`config.mk`:
```
export PLATFORM = sky130hd
export DESIGN_NAME = seq_signed_divider
export DESIGN_NICKNAME = d
export VERILOG_FILES = /design/src/rtl/seq_signed_divider.sv
export SDC_FILE = /design/constraint.sdc
export NUM_CORES = 1
export LEC_CHECK = 0
export CAP_MARGIN = 20
export CORE_UTILIZATION = 58
export DETAILED_ROUTE_END_ITERATION = 10
export PLACE_DENSITY = 0.78
export SLEW_MARGIN = 20
export SYNTH_ARGS = -nofsm -noshare
export SYNTH_HDL_FRONTEND = slang
export SYNTH_SLANG_ARGS = --single-unit
```
`constraint.sdc`:
```
create_clock -name clk -period 3.7 [get_ports clk]
set_input_delay 0.74 -clock clk [delete_from_list [all_inputs] [get_ports clk]]
set_output_delay 0.74 -clock clk [all_outputs]
set_load 0.01 [all_outputs]
```
`src/rtl/seq_signed_divider.sv`:
```
// Sequential 32/16 signed divider: one restoring step per cycle, truncating quotient.
// Ports: clk, rst (async low), dividend, divisor, start -> quotient, remainder, done, busy, ovf, div0.
module seq_signed_divider (
  input  logic               clk,
  input  logic               rst,
  input  logic signed [31:0] dividend,
  input  logic signed [15:0] divisor,
  input  logic               start,
  output logic signed [15:0] quotient,
  output logic signed [15:0] remainder,
  output logic               done,
  output logic               busy,
  output logic               ovf,
  output logic               div0
);

  typedef enum logic [1:0] {
    IDLE,
    CALC,
    FIX,
    DONE
  } state_t;

  state_t      state;
  logic [4:0]  cnt;
  logic [32:0] q;
  logic [16:0] r;
  logic [16:0] d;
  logic        sa;
  logic        sb;
  logic        z;

  logic [32:0] a_ext;
  logic [32:0] a_mag;
  logic [16:0] b_ext;
  logic [16:0] b_mag;
  logic [17:0] trial;
  logic [17:0] diff;
  logic signed [33:0] q_s;
  logic [15:0] r_s;
  logic        q_hi;
  logic        q_lo;

  assign busy = (state != IDLE);

  // Magnitudes are one bit wider than the operands so that
  // -2^31 and -2^15 negate without wrapping.
  assign a_ext = {dividend[31], dividend};
  assign a_mag = dividend[31] ? 33'd0 - a_ext : a_ext;
  assign b_ext = {divisor[15], divisor};
  assign b_mag = divisor[15] ? 17'd0 - b_ext : b_ext;

  // |dividend| <= 2^31, so only q[31:0] carries data; q[32] stays 0.
  assign trial = {r, q[31]};
  assign diff  = trial - {1'b0, d};

  always_comb begin
    q_s = $signed({1'b0, q});
    if (sa ^ sb) q_s = -q_s;
  end

  assign q_hi = (q_s > 34'sd32767);
  assign q_lo = (q_s < -34'sd32768);
  assign r_s  = sa ? 16'd0 - r[15:0] : r[15:0];

  always_ff @(posedge clk or negedge rst) begin
    if (!rst) begin
      state     <= IDLE;
      cnt       <= '0;
      q         <= '0;
      r         <= '0;
      d         <= '0;
      sa        <= 1'b0;
      sb        <= 1'b0;
      z         <= 1'b0;
      quotient  <= '0;
      remainder <= '0;
      done      <= 1'b0;
      ovf       <= 1'b0;
      div0      <= 1'b0;
    end else begin
      unique case (state)
        IDLE: begin
          done <= 1'b0;
          if (start) begin
            q     <= a_mag;
            r     <= '0;
            d     <= b_mag;
            sa    <= dividend[31];
            sb    <= divisor[15];
            z     <= (divisor == 16'sd0);
            cnt   <= 5'd31;
            state <= CALC;
          end
        end
        CALC: begin
          if (z) begin
            state <= FIX;
          end else begin
            if (!diff[17]) begin
              r <= diff[16:0];
              q <= {1'b0, q[30:0], 1'b1};
            end else begin
              r <= trial[16:0];
              q <= {1'b0, q[30:0], 1'b0};
            end
            cnt <= cnt - 5'd1;
            if (cnt == 5'd0) state <= FIX;
          end
        end
        FIX: begin
          if (z) begin
            quotient  <= '0;
            remainder <= '0;
            ovf       <= 1'b0;
            div0      <= 1'b1;
          end else begin
            unique case (1'b1)
              q_hi:    quotient <= 16'sh7fff;
              q_lo:    quotient <= -16'sh8000;
              default: quotient <= q_s[15:0];
            endcase
            remainder <= r_s;
            ovf       <= q_hi | q_lo;
            div0      <= 1'b0;
          end
          done  <= 1'b1;
          state <= DONE;
        end
        DONE: begin
          done  <= 1'b0;
          state <= IDLE;
        end
        default: state <= IDLE;
      endcase
    end
  end

endmodule
```
==> key figures <==
Global routing
  • First-pass GRT wire length: 33.86 mm
  • GRT overflow: 0
  • Vias in the first global route: approximately 6800
  • Initial antenna violation count: 0
  • GRT Total Usage: approximately 30%
  • Largest net degree at the start of global routing: between 60 and 70

Synthesis
  • EDFF count, synth: 0
  • Synthesized net count: slightly below 1000
  • Post-synth cell types: approximately 80
  • Mapped Area: slightly below 8000 µm²
  • #FFs+latches synth: roughly 110
  • Syn. warnings: 0
  • Seq/Total Area, Yosys: about a third
  • Syn Area/Cell: 8.894 µm²
  • Async S/R FF share, synth: 100.0%
  • Syn Inst Count: 892
  • Primary FF master, synth: dfrtp_1

STA
  • Final Setup Violations: 0
  • Clock period minus worst slack: about 3.5 ns
  • Fin crit share: between 90% and 100%
  • Layout Skew: a little under 0.007 ns
  • Slew HR: 25.42%
  • Max Slew Vio Count: 0
  • RSZ-0062 raised after global routing: false
  • Fmax: roughly 290 MHz
  • Worst Max-Slew Pin Slew: between 1 and 1.5 ns
  • Fin. Hold Viols: 0
  • Post-route setup TNS: 0 ns

Clock tree
  • Worst-path clk slew: ~0.070 ns
  • Clock tree sinks: 112
  • CTS tree: built
  • Clk Tree Root Cell: clkbuf_16
  • Max Root-Sink Buffers: 2
  • Post-cts resize count: 0
  • Setup Fix Bufs, Post-CTS: 0
  • # hold bufs at CTS: 0
  • Worst skew pair latency: approximately 0.36 ns
  • Num CTS Buffers: 9
  • Htree depth: 3

Drt
  • Remaining DRCs: 0
  • DR WL/cell: between 15 and 20 µm
  • Total wire length: 20.50 mm
  • Drt pass-1 iters: 6
  • ANT nets after route: 0
  • 1st-iter DRT viols: just under 700
  • Via density: between 6 and 7
  • Vias: roughly 7200

Setup path
  • Arr. time, crit path: about 3.7 ns
  • Setup Crit Path Kind: register to register
  • R2R Setup Slk: between 0.2 and 0.25 ns
  • Startpoint Class: register
  • CP endpoint kind: register
  • CP Data Required Time: between 3 and 4 ns
  • Crit-path max FO: 14

Floorplan
  • Die W: roughly 120 µm
  • Initial Utilization: 59.67%
  • # rows: between 40 and 50
  • Core ar.: between 10000 and 15000 µm²
  • # IOs: 87
  • Die extent in y: between 100 and 150 µm
  • Die ar.: 14150 µm²

Pwr
  • Static Leak: between 3 and 4 nW
  • Pwr dens: between 900 and 1000 nW/µm²
  • Worst VDD drop: around 0.00066 V

Place
  • Inst Count DP: about 1100
  • IO buf count: 86
  • GPL Wtd Cong: between 0.9 and 1
  • Post-DP HPWL: 15.30 mm

Outcome
  • Status: completed

Layout
  • Antenna diodes: 0
  • Final Non-Filler Cells: 1138
  • Layout cell share with drive strength beyond 1: slightly above 7%
  • Commonest cells after routing, fill and taps aside: dfrtp_1 (112), nand2_1 (96), o21ai_0 (88)
  • Most common cell after layout, fill and taps aside: dfrtp_1
  • Fin nets: 1038
  • Synth-to-layout area growth: 15.58%

Min path
  • HP Class: input pin to async pin

Run
  • Max_cap viols: 0
## state kept, by name, indices dropped and copies added (netlist names)
| name | cells |
|---|---|
| q | 33 |
| z | 1 |
| done | 1 |
| div0 | 1 |
| cnt | 5 |
| sa | 1 |
| d | 17 |
| sb | 1 |
| state | 2 |
| quotient | 16 |
| r | 17 |
| remainder | 16 |
| ovf | 1 |
## cell usage after synthesis, drive strengths merged, types with 4 or more instances
master / number / area [µm²]
a211oi: 4 / 30.03
a21o: 8 / 60.06
a21oi: 13 / 65.06
a22o: 14 / 122.6
a22oi: 33 / 247.7
a311o: 9 / 90.09
a31oi: 15 / 93.84
and3: 13 / 81.33
buf: 8 / 52.54
clkbuf: 45 / 220.2
dfrtp: 112 / 2803
ha: 28 / 350.3
inv: 51 / 191.4
mux2: 6 / 67.56
mux2i: 5 / 50.05
nand2: 96 / 360.4
nand2b: 8 / 50.05
nand3: 17 / 85.08
nand4: 10 / 68.81
nor2: 31 / 118.9
nor2b: 4 / 25.02
nor3: 21 / 121.4
nor4: 9 / 77.57
o211ai: 10 / 88.83
o21ai: 88 / 440.4
o221ai: 14 / 128.9
o31ai: 25 / 187.7
o41ai: 11 / 96.34
or2: 6 / 37.54
or3: 18 / 113.9
or4: 19 / 146.4
xnor2: 33 / 289.0
xor2: 60 / 525.5
## metrics by stage
stage          total power, W  area [µm²]  setup slack (ns)  utilization (%)  hold WS, ns
4_1_cts              0.008645        9169           0.08809            68.96       0.4866
3_5_place_dp         0.007684        8900           0.07518            66.94       0.4703
5_1_grt              0.009357        9170           0.04143            68.97       0.5090
2_1_floorplan        0.006152        7934            0.6939                -       0.4432
3_3_place_gp         0.007453        8900            0.1961            66.94       0.4672
6_report             0.008686        9170            0.2017            68.97       0.4554
## worst max-delay path, cell delays in order, from the launching register on
cell and delay [ns]:
dfrtp_1 0.49, nor3_1 0.34, nand4_2 0.29, or4_1 0.57, a211oi_1 0.26, o21ai_0 0.14, or4_4 0.57, o211ai_4 0.45
o311ai_0 0.24
## power by group
part | switching, W | total (W) | internal, W
clock | 0.000470 | 0.000928 | 0.000457
combinational | 0.00300 | 0.00537 | 0.00238
sequential | 0.000615 | 0.00239 | 0.00177
total | 0.00408 | 0.00869 | 0.00460
## cell families (layout without fill, tap and decap cells)
logic type	count (synthesis)	in the layout	synth area share (%)
compound gates	276	276	24.37
simple gates	265	265	17.51
flops	112	112	35.33
buf+inv	106	176	6.387
xor+xnor	93	93	10.27
fa+ha+maj	29	29	4.668
mux	11	11	1.482
## layer usage
layer | up-vias | share of wire, % | global-route usage [%]
li1 | 3432 | - | -
met1 | 3468 | 45 | 41.58
met2 | 315 | 47 | 47.95
met3 | 29 | 7.4 | 5.891
met4 | 0 | 1.4 | 7.911
met5 | - | 0 | 0
## layout make-up
class | instances | area (µm²)
repair buffers | 110 | 1046
clock inverters | 6 | 43.79
fillers | 1077 | 4125
multi-input cells | 674 | 4641
inverters | 51 | 191.4
clock buffers | 9 | 225.2
flip-flops and latches | 112 | 2803
well taps | 176 | 220.2
## worst paths after layout
kind,start,endpoint,depth (start not counted)
setup reg to reg,q[10],ovf,8
setup / recovery,q[10],ovf,8
hold reg to reg,d[15],d[15],2
max in group asynchronous,rst,quotient[11],2
min in group clk,d[15],d[15],2
hold / removal,rst,q[7],1
Power figures use the tool's default switching activity.
